File: src/rtl/core_feed_pkg.sv
// core_feed_pkg: shared state encoding and sizing constants for the core feed controller.
package core_feed_pkg;

   localparam int unsigned FC_GROUP_LEN   = 3;
   localparam int unsigned CNN_FIFO_DEPTH = 2;
   localparam int unsigned DEFAULT_DATA_W = 72;

   typedef enum logic [1:0] {
      StIssue = 2'd0,
      StFc1   = 2'd1,
      StFc2   = 2'd2
   } feed_state_e;

   // Staging slot that is issued while the FSM sits in a given state.
   function automatic logic [1:0] fc_slot(input feed_state_e st);
      case (st)
         StFc1:   return 2'd1;
         StFc2:   return 2'd2;
         default: return 2'd0;
      endcase
   endfunction

endpackage

File: src/rtl/core_feed_fifo2.sv
// core_feed_fifo2: 2-entry synchronous FIFO with push, pop and flush.
// A push on a flush cycle is dropped; the flush empties the FIFO.
module core_feed_fifo2 import core_feed_pkg::*; #(
   parameter int unsigned DATA_W = DEFAULT_DATA_W
) (
   input  logic              i_clk,
   input  logic              i_rst_n,
   input  logic              i_flush,
   input  logic              i_push,
   input  logic [DATA_W-1:0] i_data,
   input  logic              i_pop,
   output logic [DATA_W-1:0] o_data,
   output logic              o_empty,
   output logic              o_full
);

   logic [DATA_W-1:0] r_mem [CNN_FIFO_DEPTH];
   logic              r_rd_ptr;
   logic              r_wr_ptr;
   logic [1:0]        r_count;
   logic              w_push;
   logic              w_pop;

   assign o_full  = (r_count == 2'(CNN_FIFO_DEPTH));
   assign o_empty = (r_count == 2'd0);
   assign w_push  = i_push & ~i_flush & ~o_full;
   assign w_pop   = i_pop & ~i_flush & ~o_empty;
   assign o_data  = r_mem[r_rd_ptr];

   // Pointer and occupancy update; simultaneous push and pop leaves the count unchanged.
   always_ff @(posedge i_clk) begin
      if (!i_rst_n || i_flush) begin
         r_rd_ptr <= 1'b0;
         r_wr_ptr <= 1'b0;
         r_count  <= 2'd0;
      end else begin
         if (w_push) r_wr_ptr <= ~r_wr_ptr;
         if (w_pop)  r_rd_ptr <= ~r_rd_ptr;
         case ({w_push, w_pop})
            2'b10:   r_count <= r_count + 2'd1;
            2'b01:   r_count <= r_count - 2'd1;
            default: r_count <= r_count;
         endcase
      end
   end

   // Storage needs no reset; the occupancy count guards reads.
   always_ff @(posedge i_clk) begin
      if (w_push) r_mem[r_wr_ptr] <= i_data;
   end

endmodule

File: src/rtl/core_feed_ctl.sv
// core_feed_ctl: issue-side controller feeding CNN beats and atomic 3-beat FC groups to the
// MAC core with registered outputs, plus an in-flight tracker for drain detection.
// Optional performance counters are built when CORE_FEED_PERF_EN is defined.
module core_feed_ctl import core_feed_pkg::*; #(
   parameter int unsigned DATA_W     = DEFAULT_DATA_W,
   parameter int unsigned PIPE_DEPTH = 5
) (
   input  logic              i_clk,
   input  logic              i_rst_n,
   input  logic              i_flush,
   input  logic              i_cnn_req_valid,
   output logic              o_cnn_req_ready,
   input  logic [DATA_W-1:0] i_cnn_req_data,
   input  logic [DATA_W-1:0] i_cnn_req_filter,
   input  logic              i_fc_req_valid,
   output logic              o_fc_req_ready,
   input  logic [DATA_W-1:0] i_fc_req_data,
   input  logic [DATA_W-1:0] i_fc_req_weight,
   output logic              o_cnn_ready,
   output logic [DATA_W-1:0] o_cnn_data,
   output logic [DATA_W-1:0] o_filter_data,
   output logic              o_fc_ready,
   output logic [DATA_W-1:0] o_fc_data,
   output logic [DATA_W-1:0] o_weight_data,
   output logic              o_idle,
   output logic [31:0]       o_perf_cnn_beats,
   output logic [31:0]       o_perf_fc_groups,
   output logic [31:0]       o_perf_cnn_stall
);

   feed_state_e         r_state;
   feed_state_e         w_state_d;
   logic [1:0]          r_fc_cnt;
   logic [DATA_W-1:0]   r_fc_buf_data   [FC_GROUP_LEN];
   logic [DATA_W-1:0]   r_fc_buf_weight [FC_GROUP_LEN];
   logic                r_cnn_ready;
   logic                r_fc_ready;
   logic [DATA_W-1:0]   r_cnn_data;
   logic [DATA_W-1:0]   r_filter_data;
   logic [DATA_W-1:0]   r_fc_data;
   logic [DATA_W-1:0]   r_weight_data;
   logic [PIPE_DEPTH-1:0] r_inflight;

   logic                w_issue_cnn;
   logic                w_issue_fc;
   logic                w_fc_clr;
   logic                w_fc_push;
   logic                w_cnn_push;
   logic                w_cnn_empty;
   logic                w_cnn_full;
   logic [2*DATA_W-1:0] w_cnn_head;
   logic [1:0]          w_slot;

   assign o_cnn_req_ready = ~w_cnn_full;
   assign o_fc_req_ready  = (r_state == StIssue) && (r_fc_cnt != 2'(FC_GROUP_LEN));
   assign w_cnn_push      = i_cnn_req_valid & o_cnn_req_ready;
   assign w_fc_push       = i_fc_req_valid & o_fc_req_ready & ~i_flush;
   assign w_slot          = fc_slot(r_state);

   core_feed_fifo2 #(
      .DATA_W (2 * DATA_W)
   ) u_cnn_fifo (
      .i_clk   (i_clk),
      .i_rst_n (i_rst_n),
      .i_flush (i_flush),
      .i_push  (w_cnn_push),
      .i_data  ({i_cnn_req_filter, i_cnn_req_data}),
      .i_pop   (w_issue_cnn),
      .o_data  (w_cnn_head),
      .o_empty (w_cnn_empty),
      .o_full  (w_cnn_full)
   );

   // State register.
   always_ff @(posedge i_clk) begin
      if (!i_rst_n) r_state <= StIssue;
      else          r_state <= w_state_d;
   end

   // Issue decision: flush wins in ISSUE, then a full FC group, then a queued CNN beat.
   always_comb begin
      w_state_d   = r_state;
      w_issue_cnn = 1'b0;
      w_issue_fc  = 1'b0;
      w_fc_clr    = 1'b0;
      unique case (r_state)
         StIssue: begin
            if (i_flush) begin
               w_fc_clr = 1'b1;
            end else if (r_fc_cnt == 2'(FC_GROUP_LEN)) begin
               w_issue_fc = 1'b1;
               w_state_d  = StFc1;
            end else if (!w_cnn_empty) begin
               w_issue_cnn = 1'b1;
            end
         end
         StFc1: begin
            w_issue_fc = 1'b1;
            w_state_d  = StFc2;
         end
         StFc2: begin
            w_issue_fc = 1'b1;
            w_fc_clr   = 1'b1;
            w_state_d  = StIssue;
         end
         default: w_state_d = StIssue;
      endcase
   end

   // FC staging occupancy; a flush mid-group takes effect when FC2 clears it.
   always_ff @(posedge i_clk) begin
      if (!i_rst_n)       r_fc_cnt <= 2'd0;
      else if (w_fc_clr)  r_fc_cnt <= 2'd0;
      else if (w_fc_push) r_fc_cnt <= r_fc_cnt + 2'd1;
   end

   // FC staging storage, written in arrival order.
   always_ff @(posedge i_clk) begin
      if (w_fc_push) begin
         r_fc_buf_data[r_fc_cnt]   <= i_fc_req_data;
         r_fc_buf_weight[r_fc_cnt] <= i_fc_req_weight;
      end
   end

   // Registered core-side outputs; data holds its last issued value.
   always_ff @(posedge i_clk) begin
      if (!i_rst_n) begin
         r_cnn_ready   <= 1'b0;
         r_fc_ready    <= 1'b0;
         r_cnn_data    <= '0;
         r_filter_data <= '0;
         r_fc_data     <= '0;
         r_weight_data <= '0;
      end else begin
         r_cnn_ready <= w_issue_cnn;
         r_fc_ready  <= w_issue_fc;
         if (w_issue_cnn) {r_filter_data, r_cnn_data} <= w_cnn_head;
         if (w_issue_fc) begin
            r_fc_data     <= r_fc_buf_data[w_slot];
            r_weight_data <= r_fc_buf_weight[w_slot];
         end
      end
   end

   // In-flight tracker: one bit per cycle of core pipeline latency.
   always_ff @(posedge i_clk) begin
      if (!i_rst_n) r_inflight <= '0;
      else          r_inflight <= {r_inflight[PIPE_DEPTH-2:0], r_cnn_ready | r_fc_ready};
   end

   assign o_cnn_ready   = r_cnn_ready;
   assign o_fc_ready    = r_fc_ready;
   assign o_cnn_data    = r_cnn_data;
   assign o_filter_data = r_filter_data;
   assign o_fc_data     = r_fc_data;
   assign o_weight_data = r_weight_data;
   assign o_idle        = w_cnn_empty && (r_fc_cnt == 2'd0) && (r_state == StIssue) &&
                          !r_cnn_ready && !r_fc_ready && (r_inflight == '0);

`ifdef CORE_FEED_PERF_EN
   logic [31:0] r_perf_cnn_beats;
   logic [31:0] r_perf_fc_groups;
   logic [31:0] r_perf_cnn_stall;

   // Wrapping counters; flush leaves them untouched.
   always_ff @(posedge i_clk) begin
      if (!i_rst_n) begin
         r_perf_cnn_beats <= '0;
         r_perf_fc_groups <= '0;
         r_perf_cnn_stall <= '0;
      end else begin
         if (w_issue_cnn) r_perf_cnn_beats <= r_perf_cnn_beats + 32'd1;
         if (w_issue_fc && (r_state == StFc2)) r_perf_fc_groups <= r_perf_fc_groups + 32'd1;
         if (r_fc_ready && !w_cnn_empty) r_perf_cnn_stall <= r_perf_cnn_stall + 32'd1;
      end
   end

   assign o_perf_cnn_beats = r_perf_cnn_beats;
   assign o_perf_fc_groups = r_perf_fc_groups;
   assign o_perf_cnn_stall = r_perf_cnn_stall;
`else
   assign o_perf_cnn_beats = '0;
   assign o_perf_fc_groups = '0;
   assign o_perf_cnn_stall = '0;
`endif

endmodule
File: config.mk
export PLATFORM = sky130hd
export DESIGN_NAME = core_feed_ctl
export DESIGN_NICKNAME = d
export VERILOG_FILES = /design/src/rtl/core_feed_pkg.sv /design/src/rtl/core_feed_fifo2.sv /design/src/rtl/core_feed_ctl.sv
export SDC_FILE = /design/constraint.sdc
export NUM_CORES = 1
export LEC_CHECK = 0
export CORE_MARGIN = 10
export CORE_UTILIZATION = 56
export CTS_BUF_LIST = sky130_fd_sc_hd__clkbuf_16
export CTS_CLUSTER_SIZE = 12
export DETAILED_ROUTE_END_ITERATION = 6
export PLACE_DENSITY = 0.93
export SETUP_SLACK_MARGIN = 0.4
export SYNTH_ARGS = -nofsm -noshare
export SYNTH_HDL_FRONTEND = slang
export SYNTH_SLANG_ARGS = --single-unit
export TNS_END_PERCENT = 100
File: constraint.sdc
create_clock -name i_clk -period 22.9 [get_ports i_clk]
set_input_delay 3.435 -clock i_clk [delete_from_list [all_inputs] [get_ports i_clk]]
set_output_delay 3.435 -clock i_clk [all_outputs]
set_load 0.02 [all_outputs]
Word level (Yosys, flattened, before mapping)
Memories as Yosys holds them, arrays and structs flattened. A register that Yosys moved wholly into a read port is not among the register bits.
Cells that the tools add are included.
{"block": "word_totals", "n_memories": 3, "wordCells": 76, "ff_bits": 15, "ram_bits": 720, "in_bits": 293}
{"block": "op_classes", "bitwise_logic": 14, "muxes": 18, "n_addsub": 3, "eq_ne": 9, "n_reduce_logical": 21}
{"memory": "u_cnn_fifo.r_mem", "words": 2, "word_bits": 144, "read_ports": 1, "rd_clocked_by_memory_dff": 1, "write_ports": 1, "line": "core_feed_fifo2.sv:17", "text": "logic [DATA_W-1:0] r_mem [CNN_FIFO_DEPTH];"}
{"memory": "r_fc_buf_data", "words": 3, "word_bits": 72, "read_ports": 1, "rd_clocked_by_memory_dff": 1, "write_ports": 1, "line": "core_feed_ctl.sv:34", "text": "logic [DATA_W-1:0] r_fc_buf_data [FC_GROUP_LEN];"}
{"memory": "r_fc_buf_weight", "words": 3, "word_bits": 72, "read_ports": 1, "rd_clocked_by_memory_dff": 1, "write_ports": 1, "line": "core_feed_ctl.sv:35", "text": "logic [DATA_W-1:0] r_fc_buf_weight [FC_GROUP_LEN];"}
{"cell": "2-bit case mux with 2 select lines", "count": 3}
{"cell": "1-bit 2-to-1 mux", "count": 11}
{"cell": "2-bit == test (second input constant)", "count": 4}
{"cell": "1-bit bitwise AND", "count": 7}
{"cell": "1-bit logical AND", "count": 6}
{"cell": "1-bit zero test", "count": 6}
{"cell": "2-bit zero test", "count": 3}
{"cell": "1-bit inverter", "count": 6}
{"cell": "5-bit zero test", "count": 1}
{"cell": "2-bit by 1-bit adder with 2-bit output (second input constant)", "count": 2}
{"cell": "2-bit by 1-bit == test with 1-bit output (second input constant)", "count": 2}
{"cell": "2-bit 2-to-1 mux", "count": 2}
{"cell": "2-bit inequality test (second input constant)", "count": 2}
{"cell": "1-bit case mux with 2 select lines", "count": 2}
{"cell": "2-bit OR reduction", "count": 2}
{"cell": "2-bit by 1-bit inequality test with 1-bit output (second input constant)", "count": 1}
{"cell": "2-bit AND reduction", "count": 1}
{"cell": "2-bit nonzero test", "count": 1}
{"cell": "2-bit by 1-bit subtractor with 2-bit output (second input constant)", "count": 1}
{"cell": "1-bit logical OR", "count": 1}
{"cell": "1-bit OR", "count": 1}

Depth between registers and ports, before layout
{"block": "depth", "depth_word": 9, "mapped_depth": 10, "depth_no_buf": 8}

Hierarchy
A second synthesis with hierarchy kept.
{"block": "hier_totals", "hier_cells": 2493, "hier_area_um2": 37039.3}
{"mod": "core_feed_ctl", "instances": 1, "cells_per_inst": 2016, "seq_area_each_um2": 18958.2, "area_each_um2": 26415.3}
{"mod": "core_feed_fifo2", "instances": 1, "cells_per_inst": 477, "seq_area_each_um2": 8748.4, "area_each_um2": 10623.9}

Least setup slack after synthesis
No wires, ideal clock.
{"block": "synth_timing", "path_kind": "input to register", "start": "input i_flush", "end": "memory u_cnn_fifo.r_mem[1][0] in the netlist's numbering, enable pin", "path_stages": 3, "setup_time_ns": 0.649, "slack_ns": 12.532, "arrival_ns": 9.719, "path_cell_list": "nand2b_1 > nand2b_1 > nor2_1"}
{"block": "synth_via", "elab_chain_len": 5}
{"element": "start, declared", "line": "core_feed_ctl.sv:10", "text": "input logic i_flush,"}
{"element": "1-bit inverter", "line": "core_feed_fifo2.sv:26", "text": "assign w_push = i_push & ~i_flush & ~o_full;"}
{"element": "1-bit bitwise AND (2 in series)", "line": "core_feed_fifo2.sv:26"}
{"element": "1-bit 2-to-1 mux", "line": "core_feed_fifo2.sv:49", "text": "if (w_push) r_mem[r_wr_ptr] <= i_data;"}
{"element": "1-bit 2-to-1 mux (implied by the code)", "line": "core_feed_fifo2.sv:49"}
{"element": "end, declared", "line": "core_feed_fifo2.sv:17"}
Every way passes these cells.

Worst setup path in the final report
{"block": "layout_timing", "start": "input i_flush", "end": "memory r_fc_buf_data[2][11] in the netlist's numbering, enable pin"}
{"block": "layout_via", "elab_chain_len": 4}
{"element": "1-bit inverter", "line": "core_feed_ctl.sv:57", "text": "assign w_fc_push = i_fc_req_valid & o_fc_req_ready & ~i_flush;"}
{"element": "1-bit bitwise AND", "line": "core_feed_ctl.sv:57"}
{"element": "1-bit 2-to-1 mux", "line": "core_feed_ctl.sv:119", "text": "if (w_fc_push) begin"}
{"element": "1-bit 2-to-1 mux (implied by the code)", "line": "core_feed_ctl.sv:120", "text": "r_fc_buf_data[r_fc_cnt] <= i_fc_req_data;"}
{"element": "end, declared", "line": "core_feed_ctl.sv:34"}
Every way passes these cells.

==> results.md <==
- The cell area that synthesis handed to floorplanning was 0.0369 sq mm.
- The average detailed-routed wire length per instance is roughly 26 um.
- The placeable core area is between 0.06 and 0.07 sq mm.
- The maximum buffer depth of the clock tree is 3.
- The leftover overflow at the end of global routing is 0.
- The number of clock buffers added by TritonCTS is 101.
- The floorplan step set the die width to 277 um.
- The post-route clock skew is 0.0283 ns.
- The slowest stage cell on the critical path is sky130_fd_sc_hd__nor4bb_1.
- The net count of the finished layout is approximately 3200.
- STA puts the critical path data required time at about 23 ns.
- The worst hold path begins at r_inflight[1]$_SDFF_PN0_.
- The highest metal layer with signal wires is met5.
- For this run, the detailed router's first-pass iteration total came to 5.
- The run finished with clean final reports.
- The total power per unit cell area is 82.7 mW/mm^2.
- The worst-case reg-to-reg path depth is 6.
- The type of origin of the critical path is an input pin.
- Of all nets on the critical path, the largest fanout is 65.
- The hold buffer count at CTS is 0.
- The total count of hold-check failures in the final report was 0.
- At the worst endpoint, the arrival time is between 7 and 8 ns.
- STA classifies the critical path endpoint as a register.
- In the global route stage, overall resource usage came out at 0.255.
- The number of antenna violations at the first check in global routing is 19.
- The via count of the routed design is 23100.
- The most numerous cell type found on the critical path is sky130_fd_sc_hd__buf_4.
- The maximum clock frequency is 0.139 GHz.
- The effective utilization at floorplan is 0.563.
- The deepest level of the CTS H-tree is 3.
- Synthesis produced 2361 cells.
- Setup repair after global routing left no endpoint under its margin.
- Before CTS, the worst setup slack after placement is ~15 ns.
- The total of warnings raised by yosys is 0.
- The synthesized design contains 1023 register bits.
- The post-route DRC violation count is 0.
- The final critical-path required period is slightly above 7 ns.
- Clock-pin slew was measured on the worst setup and hold paths at about 0.06 ns.
- After detailed routing, the met2 layer carries slightly above 50000 um of wire.
- The summed negative setup slack over all endpoints is 0 ns.
- Of all flip-flops after synthesis, the portion carrying an async set or reset was 0.
- The clock sink count is 1023.
- The number of endpoints failing setup at the final stage is 0.
- The worst setup path category is in -> reg.
- For flop-to-flop paths, the worst setup slack is 18.44 ns.
- The floorplan step defined a die boundary enclosing 0.0765 sq mm.
- The max-capacitance violation count is 0.
- After clock tree synthesis, the repair step resized 0 gates.
- The destination of the worst hold path is r_inflight[2]$_SDFF_PN0_.
- The detailed-route vias per instance is between 5 and 6.
- The final wirelength is between 100000 and 150000 um.
- The relative slew slack is 0.145.
- The share of the Yosys chip area taken by registers is 0.751.
- In this run the vertical extent of the chip is around 280 um.
- In the final layout, the share of cells above drive strength 1 is 0.0521.
- The largest net degree at the start of global routing is 109.
- The number of cells on the worst hold path is 1.
- After floorplanning, the core was divided into 94 placement rows.
- Routability-driven placement finished with a final weighted congestion of 0.842.
- The number of global-route vias before repair was 23800.
- For the pin with the worst max-slew slack, the measured transition is 1.28 ns.
- The leakage power summed over all cells is 14.9 nW.
- In this run the critical register-to-register path is launched from r_state[1]$_SDFFE_PN0P_.
- Among all flip-flop cells after synthesis, the most frequent one is sky130_fd_sc_hd__edfxtp_1.
- The clock latency of the later-clocked register in the worst-skew pair is 0.64 ns.
- The tightest min-delay check is of the reg -> reg type.
- The first global-routing pass estimated 151000 um of wire.
- Summed over all nets, wire length on met3 after detailed routing comes to 11500 um.
- The average cell area after synthesis is 15.6 sq um.
- The TritonCTS clock tree is built.
- The count of buffers from port buffering is a little under 600.
- In this run the post-CTS setup repair buffer count came out at 0.
- After detailed routing, the wire length on met1 is 36200 um.
- The final count of pins violating max slew is 0.
- Detailed placement finished with a half-perimeter wire length of 62600 um.
- From synthesis to final layout, the design area changed by 24.9%.
- Dividing the final minimum period by the clock period gives 0.313.
- 682 I/O pins were placed.
- The tree is rooted in a sky130_fd_sc_hd__clkbuf_16.
- The capturing point of the worst reg2reg path is r_fc_buf_data[2][11]$_DFFE_PP_.
- IR analysis of the VDD net gives a maximum drop of 0.0847 mV.
- The starting DRC count in detailed routing is 2573.
- The largest stage delay on the critical path is 0.99 ns.
- The final-layout fill cell count is 3662.
- The number of synthesized flops with an enable pin is between 700 and 800.
- Traced cell by cell, the critical path runs through clkdlybuf4s50_1 -> nor4bb_1 -> and2_4 -> buf_4 -> buf_4.
- Once detail routing completed, the nets flagged for antenna violations numbered 0.
- The post-route worst setup slack is roughly 16 ns.
- Synthesis instantiated 37 different standard cells from the library.
==> area by class of cell <==
cell class | count | area [sq um] | area share
Sequential cell | 1023 | 27700 | 0.601
Clock buffer | 105 | 2630 | 0.0570
Inverter | 9 | 41.3 | 0.000896
Tap cell | 864 | 1080 | 0.0235
Timing Repair Buffer | 608 | 6030 | 0.131
Clock inverter | 81 | 463 | 0.0101
Multi-Input combinational cell | 1169 | 8100 | 0.176
Antenna cell | 11 | 27.5 | 0.000598
==> through the flow <==
stage	utilization	instances	power, W	hold WS [ns]	instance area (sq um)
2_1_floorplan	-	2456	0.00219	0.431	37200
3_3_place_gp	0.656	3673	0.00229	0.440	42900
3_5_place_dp	0.656	3673	0.00230	0.452	42900
4_1_cts	0.703	3859	0.00382	0.467	46000
5_1_grt	0.703	3867	0.00391	0.485	46100
6_report	0.703	3870	0.00381	0.473	46100
==> sequential cells by signal, summed over array words and instances (netlist names), 2 cells and up <==
name and count:
u_cnn_fifo.r_mem 288, r_fc_buf_data 216, r_fc_buf_weight 216, o_cnn_data 72
o_fc_data 72, o_filter_data 72, o_weight_data 72, r_inflight 5
r_fc_cnt 2, r_state 2, u_cnn_fifo.r_count 2
==> cells in the mapped netlist (7+ instances only) <==
library cell	number	area share
sky130_fd_sc_hd__nand2_1	144	0.015
sky130_fd_sc_hd__a21oi_1	149	0.020
sky130_fd_sc_hd__nor2_1	8	0.00081
sky130_fd_sc_hd__a22o_1	144	0.034
sky130_fd_sc_hd__inv_1	8	0.00081
sky130_fd_sc_hd__a211oi_1	144	0.029
sky130_fd_sc_hd__and2_1	7	0.0012
sky130_fd_sc_hd__edfxtp_1	720	0.59
sky130_fd_sc_hd__buf_4	98	0.020
sky130_fd_sc_hd__buf_2	84	0.011
sky130_fd_sc_hd__mux2i_1	289	0.078
sky130_fd_sc_hd__clkbuf_1	65	0.0066
sky130_fd_sc_hd__o21ai_0	149	0.020
sky130_fd_sc_hd__dfxtp_1	303	0.16
sky130_fd_sc_hd__ha_1	11	0.0037
==> where the power goes <==
group | leakage (nW) | internal, W | total, W | switching (W)
combinational | 4.15 | 0.0000930 | 0.000226 | 0.000133
clock | 1.74 | 0.000851 | 0.00154 | 0.000688
sequential | 9.03 | 0.00202 | 0.00205 | 0.0000209
total | 14.9 | 0.00297 | 0.00381 | 0.000842
==> worst max-delay path: cells and delay by family <==
kind	cells	cell delay, ns
simple gates	2	1.66
buf+inv	3	2.15
==> logic make-up (layout without fill, tap and decap cells) <==
kind of cell	after synthesis	after routing	synth area share
flip-flops	1023	1023	0.751
AO/OA/AOI/OAI	588	588	0.104
multiplexers	289	289	0.0784
buffers and inverters	264	803	0.0409
AND/OR/NAND/NOR	182	182	0.0210
adder cells (fa/ha/maj)	11	11	0.00373
XOR/XNOR	3	3	0.000713
other	1	107	0.000102
==> cell usage in the layout, fill, tap and decap left out, types with 2 or more instances in the layout <==
cell type / instances
sky130_fd_sc_hd__and2_4: 3
sky130_fd_sc_hd__ha_1: 9
sky130_fd_sc_hd__inv_1: 70
sky130_fd_sc_hd__nor2b_1: 2
sky130_fd_sc_hd__clkinv_2: 4
sky130_fd_sc_hd__clkinv_1: 4
sky130_fd_sc_hd__edfxtp_1: 720
sky130_fd_sc_hd__nor2_4: 2
sky130_fd_sc_hd__inv_6: 3
sky130_fd_sc_hd__inv_4: 2
sky130_fd_sc_hd__clkdlybuf4s50_1: 585
sky130_fd_sc_hd__bufinv_16: 2
sky130_fd_sc_hd__diode_2: 11
sky130_fd_sc_hd__or3_1: 3
sky130_fd_sc_hd__inv_16: 2
sky130_fd_sc_hd__xnor2_1: 2
sky130_fd_sc_hd__nand2_1: 144
sky130_fd_sc_hd__nand2b_1: 5
sky130_fd_sc_hd__conb_1: 96
sky130_fd_sc_hd__mux2i_1: 289
sky130_fd_sc_hd__nor3_1: 2
sky130_fd_sc_hd__dfxtp_1: 302
sky130_fd_sc_hd__o21ai_0: 149
sky130_fd_sc_hd__a211oi_1: 144
sky130_fd_sc_hd__nor2_1: 7
sky130_fd_sc_hd__a21oi_1: 149
sky130_fd_sc_hd__ha_4: 2
sky130_fd_sc_hd__clkbuf_16: 105
sky130_fd_sc_hd__clkinv_16: 2
sky130_fd_sc_hd__and2_1: 4
sky130_fd_sc_hd__a22o_1: 144
sky130_fd_sc_hd__nand3_1: 2
sky130_fd_sc_hd__buf_4: 23
==> worst max path at each step <==
stage,slack (ns),startpoint,to
after floorplan,12.53,i_flush,u_cnn_fifo.r_mem[1][0]$_DFFE_PP_
after global placement,15.36,i_flush,r_fc_buf_weight[2][11]$_DFFE_PP_
after detailed placement,15.18,i_flush,r_fc_buf_data[2][0]$_DFFE_PP_
after CTS,15.79,i_flush,r_fc_buf_data[2][42]$_DFFE_PP_
after global routing,15.62,i_flush,r_fc_buf_weight[2][15]$_DFFE_PP_
final,15.73,i_flush,r_fc_buf_data[2][11]$_DFFE_PP_
==> per-layer routing <==
metal / up-vias / global-route usage
met2: 1558 / 0.431
met5: - / 0
li1: 9933 / -
met3: 224 / 0.0827
met4: 18 / 0.0920
met1: 11400 / 0.301
Note: power is estimated with default switching activity, not from simulation.
